--- src/rtl/gshare_btb_predictor_pkg.sv ---
// Shared types and constants for the gshare/BTB fetch predictor.
package gshare_btb_predictor_pkg;

    localparam int GSHARE_GHSR_WIDTH     = 8;
    localparam int BTB_IDX_WIDTH_DEFAULT = 4;

    // Every PHT counter starts weakly not-taken.
    localparam logic [1:0] PHT_RESET = 2'b01;

    typedef struct packed {
        logic                         btb_hit;
        logic                         taken;
        logic [31:0]                  btb_addr;
        logic [GSHARE_GHSR_WIDTH-1:0] current_GHSR;
    } branch_predict_type;

endpackage

--- src/rtl/gshare_btb_predictor_btb_table.sv ---
// Direct-mapped branch target buffer: combinational lookup, one write port.
// Addresses are word addresses (pc[31:2]); the tag is the part above the index.
module gshare_btb_predictor_btb_table #(
    parameter int IDX_WIDTH = 4
) (
    input  logic        clk,
    input  logic        reset_n,
    input  logic [29:0] lookup_word,
    output logic        hit,
    output logic [31:0] target,
    input  logic        wr_en,
    input  logic [29:0] wr_word,
    input  logic [31:0] wr_target
);

    localparam int ENTRIES = 1 << IDX_WIDTH;
    localparam int TAG_W   = 30 - IDX_WIDTH;

    logic [ENTRIES-1:0] valid;
    logic [TAG_W-1:0]   tag_mem    [ENTRIES];
    logic [31:0]        target_mem [ENTRIES];

    logic [IDX_WIDTH-1:0] rd_idx;
    logic [IDX_WIDTH-1:0] wr_idx;

    assign rd_idx = lookup_word[IDX_WIDTH-1:0];
    assign wr_idx = wr_word[IDX_WIDTH-1:0];

    // Valid bits are the only state that needs reset; a cleared entry never hits.
    always_ff @(posedge clk or negedge reset_n) begin
        if (!reset_n) begin
            valid <= '0;
        end else if (wr_en) begin
            valid[wr_idx] <= 1'b1;
        end
    end

    // Tag and target payload, overwritten on every taken resolution.
    always_ff @(posedge clk) begin
        if (wr_en) begin
            tag_mem[wr_idx]    <= wr_word[29:IDX_WIDTH];
            target_mem[wr_idx] <= wr_target;
        end
    end

    // Lookup reads the pre-write contents during a same-cycle write.
    always_comb begin
        hit    = valid[rd_idx] && (tag_mem[rd_idx] == lookup_word[29:IDX_WIDTH]);
        target = hit ? target_mem[rd_idx] : 32'h0;
    end

endmodule

--- src/rtl/gshare_btb_predictor.sv ---
// Fetch-stage gshare direction predictor with direct-mapped BTB, speculative
// global history with flush repair, and branch/mispredict counters.
module gshare_btb_predictor
    import gshare_btb_predictor_pkg::*;
#(
    parameter int BTB_IDX_WIDTH = BTB_IDX_WIDTH_DEFAULT
) (
    input  logic                         clk,
    input  logic                         reset_n,
    input  logic                         fetch_valid,
    input  logic [31:0]                  fetch_pc,
    output branch_predict_type           branch_predict,
    output logic [31:0]                  predict_next_pc,
    input  logic                         ex_valid,
    input  logic [31:0]                  ex_pc,
    input  logic                         ex_taken,
    input  logic [31:0]                  ex_target,
    input  logic [GSHARE_GHSR_WIDTH-1:0] ex_GHSR,
    input  logic                         flush,
    input  logic [GSHARE_GHSR_WIDTH-1:0] GHSR_restore,
    input  logic                         update_GHSR,
    output logic [31:0]                  branch_count,
    output logic [31:0]                  mispredict_count
);

    localparam int GHSR_WIDTH  = GSHARE_GHSR_WIDTH;
    localparam int PHT_ENTRIES = 1 << GHSR_WIDTH;

    logic [GHSR_WIDTH-1:0] ghsr;
    logic [1:0]            pht [PHT_ENTRIES];

    logic [GHSR_WIDTH-1:0] rd_idx;
    logic [GHSR_WIDTH-1:0] wr_idx;
    logic                  btb_hit;
    logic [31:0]           btb_target;
    logic                  pred_taken;
    logic [1:0]            wr_ctr;

    // ex_pc is word aligned; its byte offset carries no information here.
    logic [1:0] unused_ex_pc_lsb;
    assign unused_ex_pc_lsb = ex_pc[1:0];

    assign rd_idx = fetch_pc[GHSR_WIDTH+1:2] ^ ghsr;
    assign wr_idx = ex_pc[GHSR_WIDTH+1:2] ^ ex_GHSR;
    assign wr_ctr = pht[wr_idx];

    gshare_btb_predictor_btb_table #(
        .IDX_WIDTH (BTB_IDX_WIDTH)
    ) u_btb (
        .clk         (clk),
        .reset_n     (reset_n),
        .lookup_word (fetch_pc[31:2]),
        .hit         (btb_hit),
        .target      (btb_target),
        .wr_en       (ex_valid && ex_taken),
        .wr_word     (ex_pc[31:2]),
        .wr_target   (ex_target)
    );

    // Zero-latency prediction; a direction without a known target is never taken.
    always_comb begin
        pred_taken                  = btb_hit && pht[rd_idx][1];
        branch_predict.btb_hit      = btb_hit;
        branch_predict.taken        = pred_taken;
        branch_predict.btb_addr     = btb_target;
        branch_predict.current_GHSR = ghsr;
        predict_next_pc             = pred_taken ? btb_target : (fetch_pc + 32'd4);
    end

    // Flush repair wins over the speculative shift issued by fetch.
    always_ff @(posedge clk or negedge reset_n) begin
        if (!reset_n) begin
            ghsr <= '0;
        end else if (flush) begin
            ghsr <= update_GHSR ? {GHSR_restore[GHSR_WIDTH-2:0], ex_taken} : GHSR_restore;
        end else if (fetch_valid && btb_hit) begin
            ghsr <= {ghsr[GHSR_WIDTH-2:0], pred_taken};
        end
    end

    // Saturating 2-bit counter training from resolved branches.
    always_ff @(posedge clk or negedge reset_n) begin
        if (!reset_n) begin
            for (int i = 0; i < PHT_ENTRIES; i++) begin
                pht[i] <= PHT_RESET;
            end
        end else if (ex_valid) begin
            if (ex_taken && (wr_ctr != 2'b11)) begin
                pht[wr_idx] <= wr_ctr + 2'b01;
            end else if (!ex_taken && (wr_ctr != 2'b00)) begin
                pht[wr_idx] <= wr_ctr - 2'b01;
            end
        end
    end

    // Free-running performance counters, wrapping modulo 2^32.
    always_ff @(posedge clk or negedge reset_n) begin
        if (!reset_n) begin
            branch_count     <= '0;
            mispredict_count <= '0;
        end else begin
            if (ex_valid) begin
                branch_count <= branch_count + 32'd1;
            end
            if (flush) begin
                mispredict_count <= mispredict_count + 32'd1;
            end
        end
    end

endmodule

--- config.mk ---
export PLATFORM = sky130hd
export DESIGN_NAME = gshare_btb_predictor
export DESIGN_NICKNAME = d
export VERILOG_FILES = /design/src/rtl/gshare_btb_predictor_pkg.sv /design/src/rtl/gshare_btb_predictor_btb_table.sv /design/src/rtl/gshare_btb_predictor.sv
export SDC_FILE = /design/constraint.sdc
export NUM_CORES = 2
export LEC_CHECK = 0
export ABC_CLOCK_PERIOD_IN_PS = 4300
export CORE_UTILIZATION = 55
export DETAILED_ROUTE_END_ITERATION = 7
export PLACE_DENSITY = 0.73
export SLEW_MARGIN = 20
export SYNTH_ARGS = -nofsm -noshare
export SYNTH_HDL_FRONTEND = slang
export SYNTH_SLANG_ARGS = --single-unit
--- constraint.sdc ---
create_clock -name clk -period 4.3 [get_ports clk]
set_input_delay 0.43 -clock clk [delete_from_list [all_inputs] [get_ports clk]]
set_output_delay 0.43 -clock clk [all_outputs]
set_load 0.02 [all_outputs]
==> summary by stage <==
Logic synthesis
For this run, asynchronously set or reset flops after synthesis account for 0.3927. The post-synth net total is 4007. The sequential-to-total area share from yosys stat is 0.6381. The flip-flop cell with the highest count after synthesis is edfxtp_1. Counting distinct cell types in the post-synthesis netlist gives 70. In this run, synthesis inferred 928 flip-flops with an integrated enable. By area the synthesized netlist is led by edfxtp_1 41%, mux4_2 15%, dfrtp_1 13%. The biggest area contributor in the post-synthesis netlist is edfxtp_1. The count of yosys warnings during synthesis is 0. The area share of the leading cell type in the synthesized netlist is 0.4116. The number of cells produced by synthesis is 3883. Counting flops and latches in the post-synthesis netlist gives 1528. After synthesis, the mean cell area works out to 17.44 µm². The synthesized netlist occupies a cell area of about 68000 µm².

Critical path
In this design, the stage delay of the slowest critical-path cell is between 600 and 700 ps. The kind of start point of the critical path is a register. STA classifies the critical path endpoint as a primary output.

For the worst setup path, the data arrival time is 4480 ps. The critical path goes through xnor2_2 > buf_12 > nor2_1 > buf_4 > a221oi_1 > o21ai_0 > o2bb2ai_1 > nand4_1 > buf_6 > or2_4 > buf_6 > buf_16 > mux2_4 > buf_6. The cell repeated most along the worst path is buf_6. The worst-path maximum fanout is 11. The master of the slowest instance on the critical path is xnor2_2. The kind of critical path is reg -> out.

The critical path contains buffers and inverters numbering 6 combined. Grouping stages by cell kind, the critical path spends the most delay in buffers and inverters. The critical path required time is 3870 ps.

Floorplanning
The area of the placeable core is around 120000 µm². Measured along the y axis, the die boundary spans 352.9 µm. The area of the die is 124500 µm². The row count is 128. The horizontal die dimension is 352.9 µm. The initial utilization of the core area, before any placement, comes to 0.5555. The number of top-level pins is roughly 260.

Placed design
The number of port buffers is 254. The HPWL after detailed placement is approximately 110 mm. The routability congestion estimate from global placement is 0.9359.

STA
The routed design could run at a clock period as short as ~4900 ps. The count of final max-slew check failures is 0. Derived from the worst setup path, the maximum achievable clock frequency is a little over 200 MHz.

Across all hold checks on the routed design, the worst slack comes to 108.8 ps. The final-layout setup total negative slack is -109210 ps. Setup repair after global routing could not meet its margin everywhere.

Of the available clock period, the critical path in the final layout requires 1.141. The normalized max-slew margin is 0.003461. Setup slack on the critical path of the routed design comes to -608.2 ps. Setup violations remaining at the end of the flow were counted as 575. At the pin with the least slew margin, the transition time is 1489 ps. The final hold violation count is 0.

The largest clock skew in the final design is 45.22 ps.

Global route
The largest net degree at the start of global routing is between 100 and 150. In the global route stage, met1 resource usage came out at 0.4153. The via count of the first global-routing pass is 41533. The total overflow left after global routing is 0.

The number of antenna violations at the first check in global routing is 10. The first global-routing pass estimated 279.4 mm of wire. For met2 alone, demand over resource in global routing was 0.4803. The total global routing track utilization is 0.3066. For this run, global-route usage on met3 was measured as 0.07907.

The global routing stage identified its most utilized layer as met2.

Layout
In the final layout, the share of cells above drive strength 1 is 0.5237. The area growth from synthesis to layout is 27.38%. After filler insertion, the fill cell instance count of the layout stands at 7217.

For this run, the post-layout net count is 4675.

CTS
The total number of clock tree sinks is about 1500. The clock buffer count from CTS is 159. Clock-pin slew was measured on the worst setup and hold paths at 60 ps. The buffer levels on the longest clock path is 3. Clock tree synthesis selected as its root buffer the cell clkbuf_16. The H-tree depth is 4. The clock reaches the later pin of the worst-skew pair after roughly 810 ps. TritonCTS built the clock tree.

Detailed routing
Across all layers, the routed design uses 41279 vias. The first TritonRoute pass finished after 6 iterations. In this run, the number of DRC markers left after iteration 0 of detailed routing was around 4700. After detailed routing, the average wire length per cell comes to 31.93 µm. The total wire length after detailed routing is between 200 and 250 mm. In the routed design, unresolved DRC markers number 0.

The detail route stage leaves a number of antenna-violating nets equal to 0. In the routed layout, each cell is associated on average with a via count of about 6.5.

Power
The clock share of power is 0.396. The worst ir drop on vdd is 0.0004613 V. Summing internal, switching and leakage power gives 0.03608 W. The leakage power total is roughly 32 nW. The total internal power is 0.02686 W.

The switching power share of the total is 0.2557. The power density normalized to cell area is 418.4 nW/µm². The share of total power dissipated in combinational logic is 0.143.

Of the total power, registers draw 0.461. The net switching component of the power is 0.009225 W.

Status
The run finished, with violations left. The final reports fail on max-capacitance violations, negative setup slack.

Hold path
The worst hold path belongs to the class in -> async.

Job
The max-capacitance violation count is 3.
[through the flow]
step                      instances  setup slack, ps  instance area, µm²    util
after floorplan                3883           -234.8               68090       -
after global placement         5930            -1256               75600  0.6203
after detailed placement       5930            -1203               75600  0.6203
after CTS                      6262           -498.5               82230  0.6747
after global routing           6310           -636.5               86240  0.7076
final                          6311           -608.2               86240  0.7076
[synth_stat cells (all sizes together), types with 8 or more instances]
| cell | instances |
|---|---|
| xor2 | 51 |
| mux4 | 464 |
| nand3 | 54 |
| dfstp | 256 |
| o21ai | 21 |
| inv | 14 |
| buf | 98 |
| and3 | 17 |
| nor2 | 332 |
| clkbuf | 146 |
| or2 | 19 |
| nor2b | 38 |
| a22o | 10 |
| mux2i | 69 |
| mux2 | 573 |
| nand2b | 8 |
| a21oi | 15 |
| a221oi | 15 |
| nand2 | 145 |
| nand4 | 30 |
| nor3 | 24 |
| xnor2 | 101 |
| a22oi | 15 |
| dfrtp | 344 |
| edfxtp | 928 |
[cells by family (layout without fill, tap and decap cells)]
| logic type | after synthesis | in the layout | synth area share |
|---|---|---|---|
| fa+ha+maj | 5 | 5 | 0.0009240 |
| simple gates | 698 | 698 | 0.04622 |
| compound gates | 134 | 134 | 0.01473 |
| flops | 1528 | 1528 | 0.6381 |
| mux | 1106 | 1106 | 0.2614 |
| buf+inv | 260 | 1061 | 0.01874 |
| other cells | 0 | 2 | 0 |
| xor+xnor | 152 | 152 | 0.01994 |
[power groups by stage]
stage / combinational (W) / clock (W) / sequential (W)
after floorplan: 0.00224 / 0 / 0.0168
after global placement: 0.00417 / 0 / 0.0168
after detailed placement: 0.00422 / 0 / 0.0169
after CTS: 0.00443 / 0.0144 / 0.0166
after global routing: 0.00534 / 0.0150 / 0.0167
final: 0.00517 / 0.0143 / 0.0166
[routing by layer]
metal / vias up / share of wire
li1: 16488 / -
met1: 21768 / 0.38
met2: 2460 / 0.47
met3: 551 / 0.10
met4: 12 / 0.046
met5: - / 0.00042
[what timing repair did]
action	4_1_cts	5_1_grt
resized for setup	520	871
gates cloned	11	21
pin swaps	21	165
hold buffers	1	0
buffers inserted	26	29
setup endpoints to repair	578	578
hold endpoints to repair	61	0
[path summary, 6_finish.rpt]
path | startpoint | slack [ps] | to | depth (start not counted)
setup reg to reg | pht[179]$_DFFE_PN0P_ | -350 | pht[209]$_DFFE_PN0P_ | 16
min in group clk | GHSR_restore[7] | 370 | ghsr[7]$_DFFE_PN0P_ | 4
hold reg to reg | u_btb.valid[2]$_DFFE_PN0P_ | 460 | u_btb.valid[2]$_DFFE_PN0P_ | 1
hold / removal | reset_n | 110 | pht[385]$_DFFE_PN0P_ | 2
setup / recovery | ghsr[3]$_DFFE_PN0P_ | -610 | predict_next_pc[13] | 14
max in group asynchronous | reset_n | 2820 | async pin | 4
[cells in the final DEF, fill, tap and decap left out, types with 15 or more instances in the layout]
master / instances
a21oi_1: 15
and3_1: 17
buf_12: 113
buf_4: 349
buf_6: 59
bufinv_16: 16
clkbuf_1: 49
clkbuf_16: 175
clkdlybuf4s50_1: 179
clkinv_2: 20
dfrtp_1: 344
dfstp_2: 256
edfxtp_1: 928
mux2_2: 159
mux2_4: 414
mux2i_1: 67
mux4_2: 464
nand2_1: 129
nand2_8: 15
nand3_1: 53
nand4_1: 29
nor2_1: 87
nor2_2: 34
nor2_4: 211
nor2b_4: 20
o21ai_0: 18
or2_2: 18
xnor2_1: 95
xor2_1: 44
[area by class of cell]
class                           count  area (µm²)  share of cell area
Multi-Input combinational cell   2095       27200              0.3154
Tap cell                         1625        2033             0.02358
Sequential cell                  1528       43200              0.5009
Timing Repair Buffer              751        8310             0.09636
Clock buffer                      224        4405             0.05108
Clock inverter                     70        1022             0.01185
Inverter                           16       61.31           0.0007109
Antenna cell                        2       5.005          0.00005803
No activity file was read; power rests on OpenSTA's default activity.
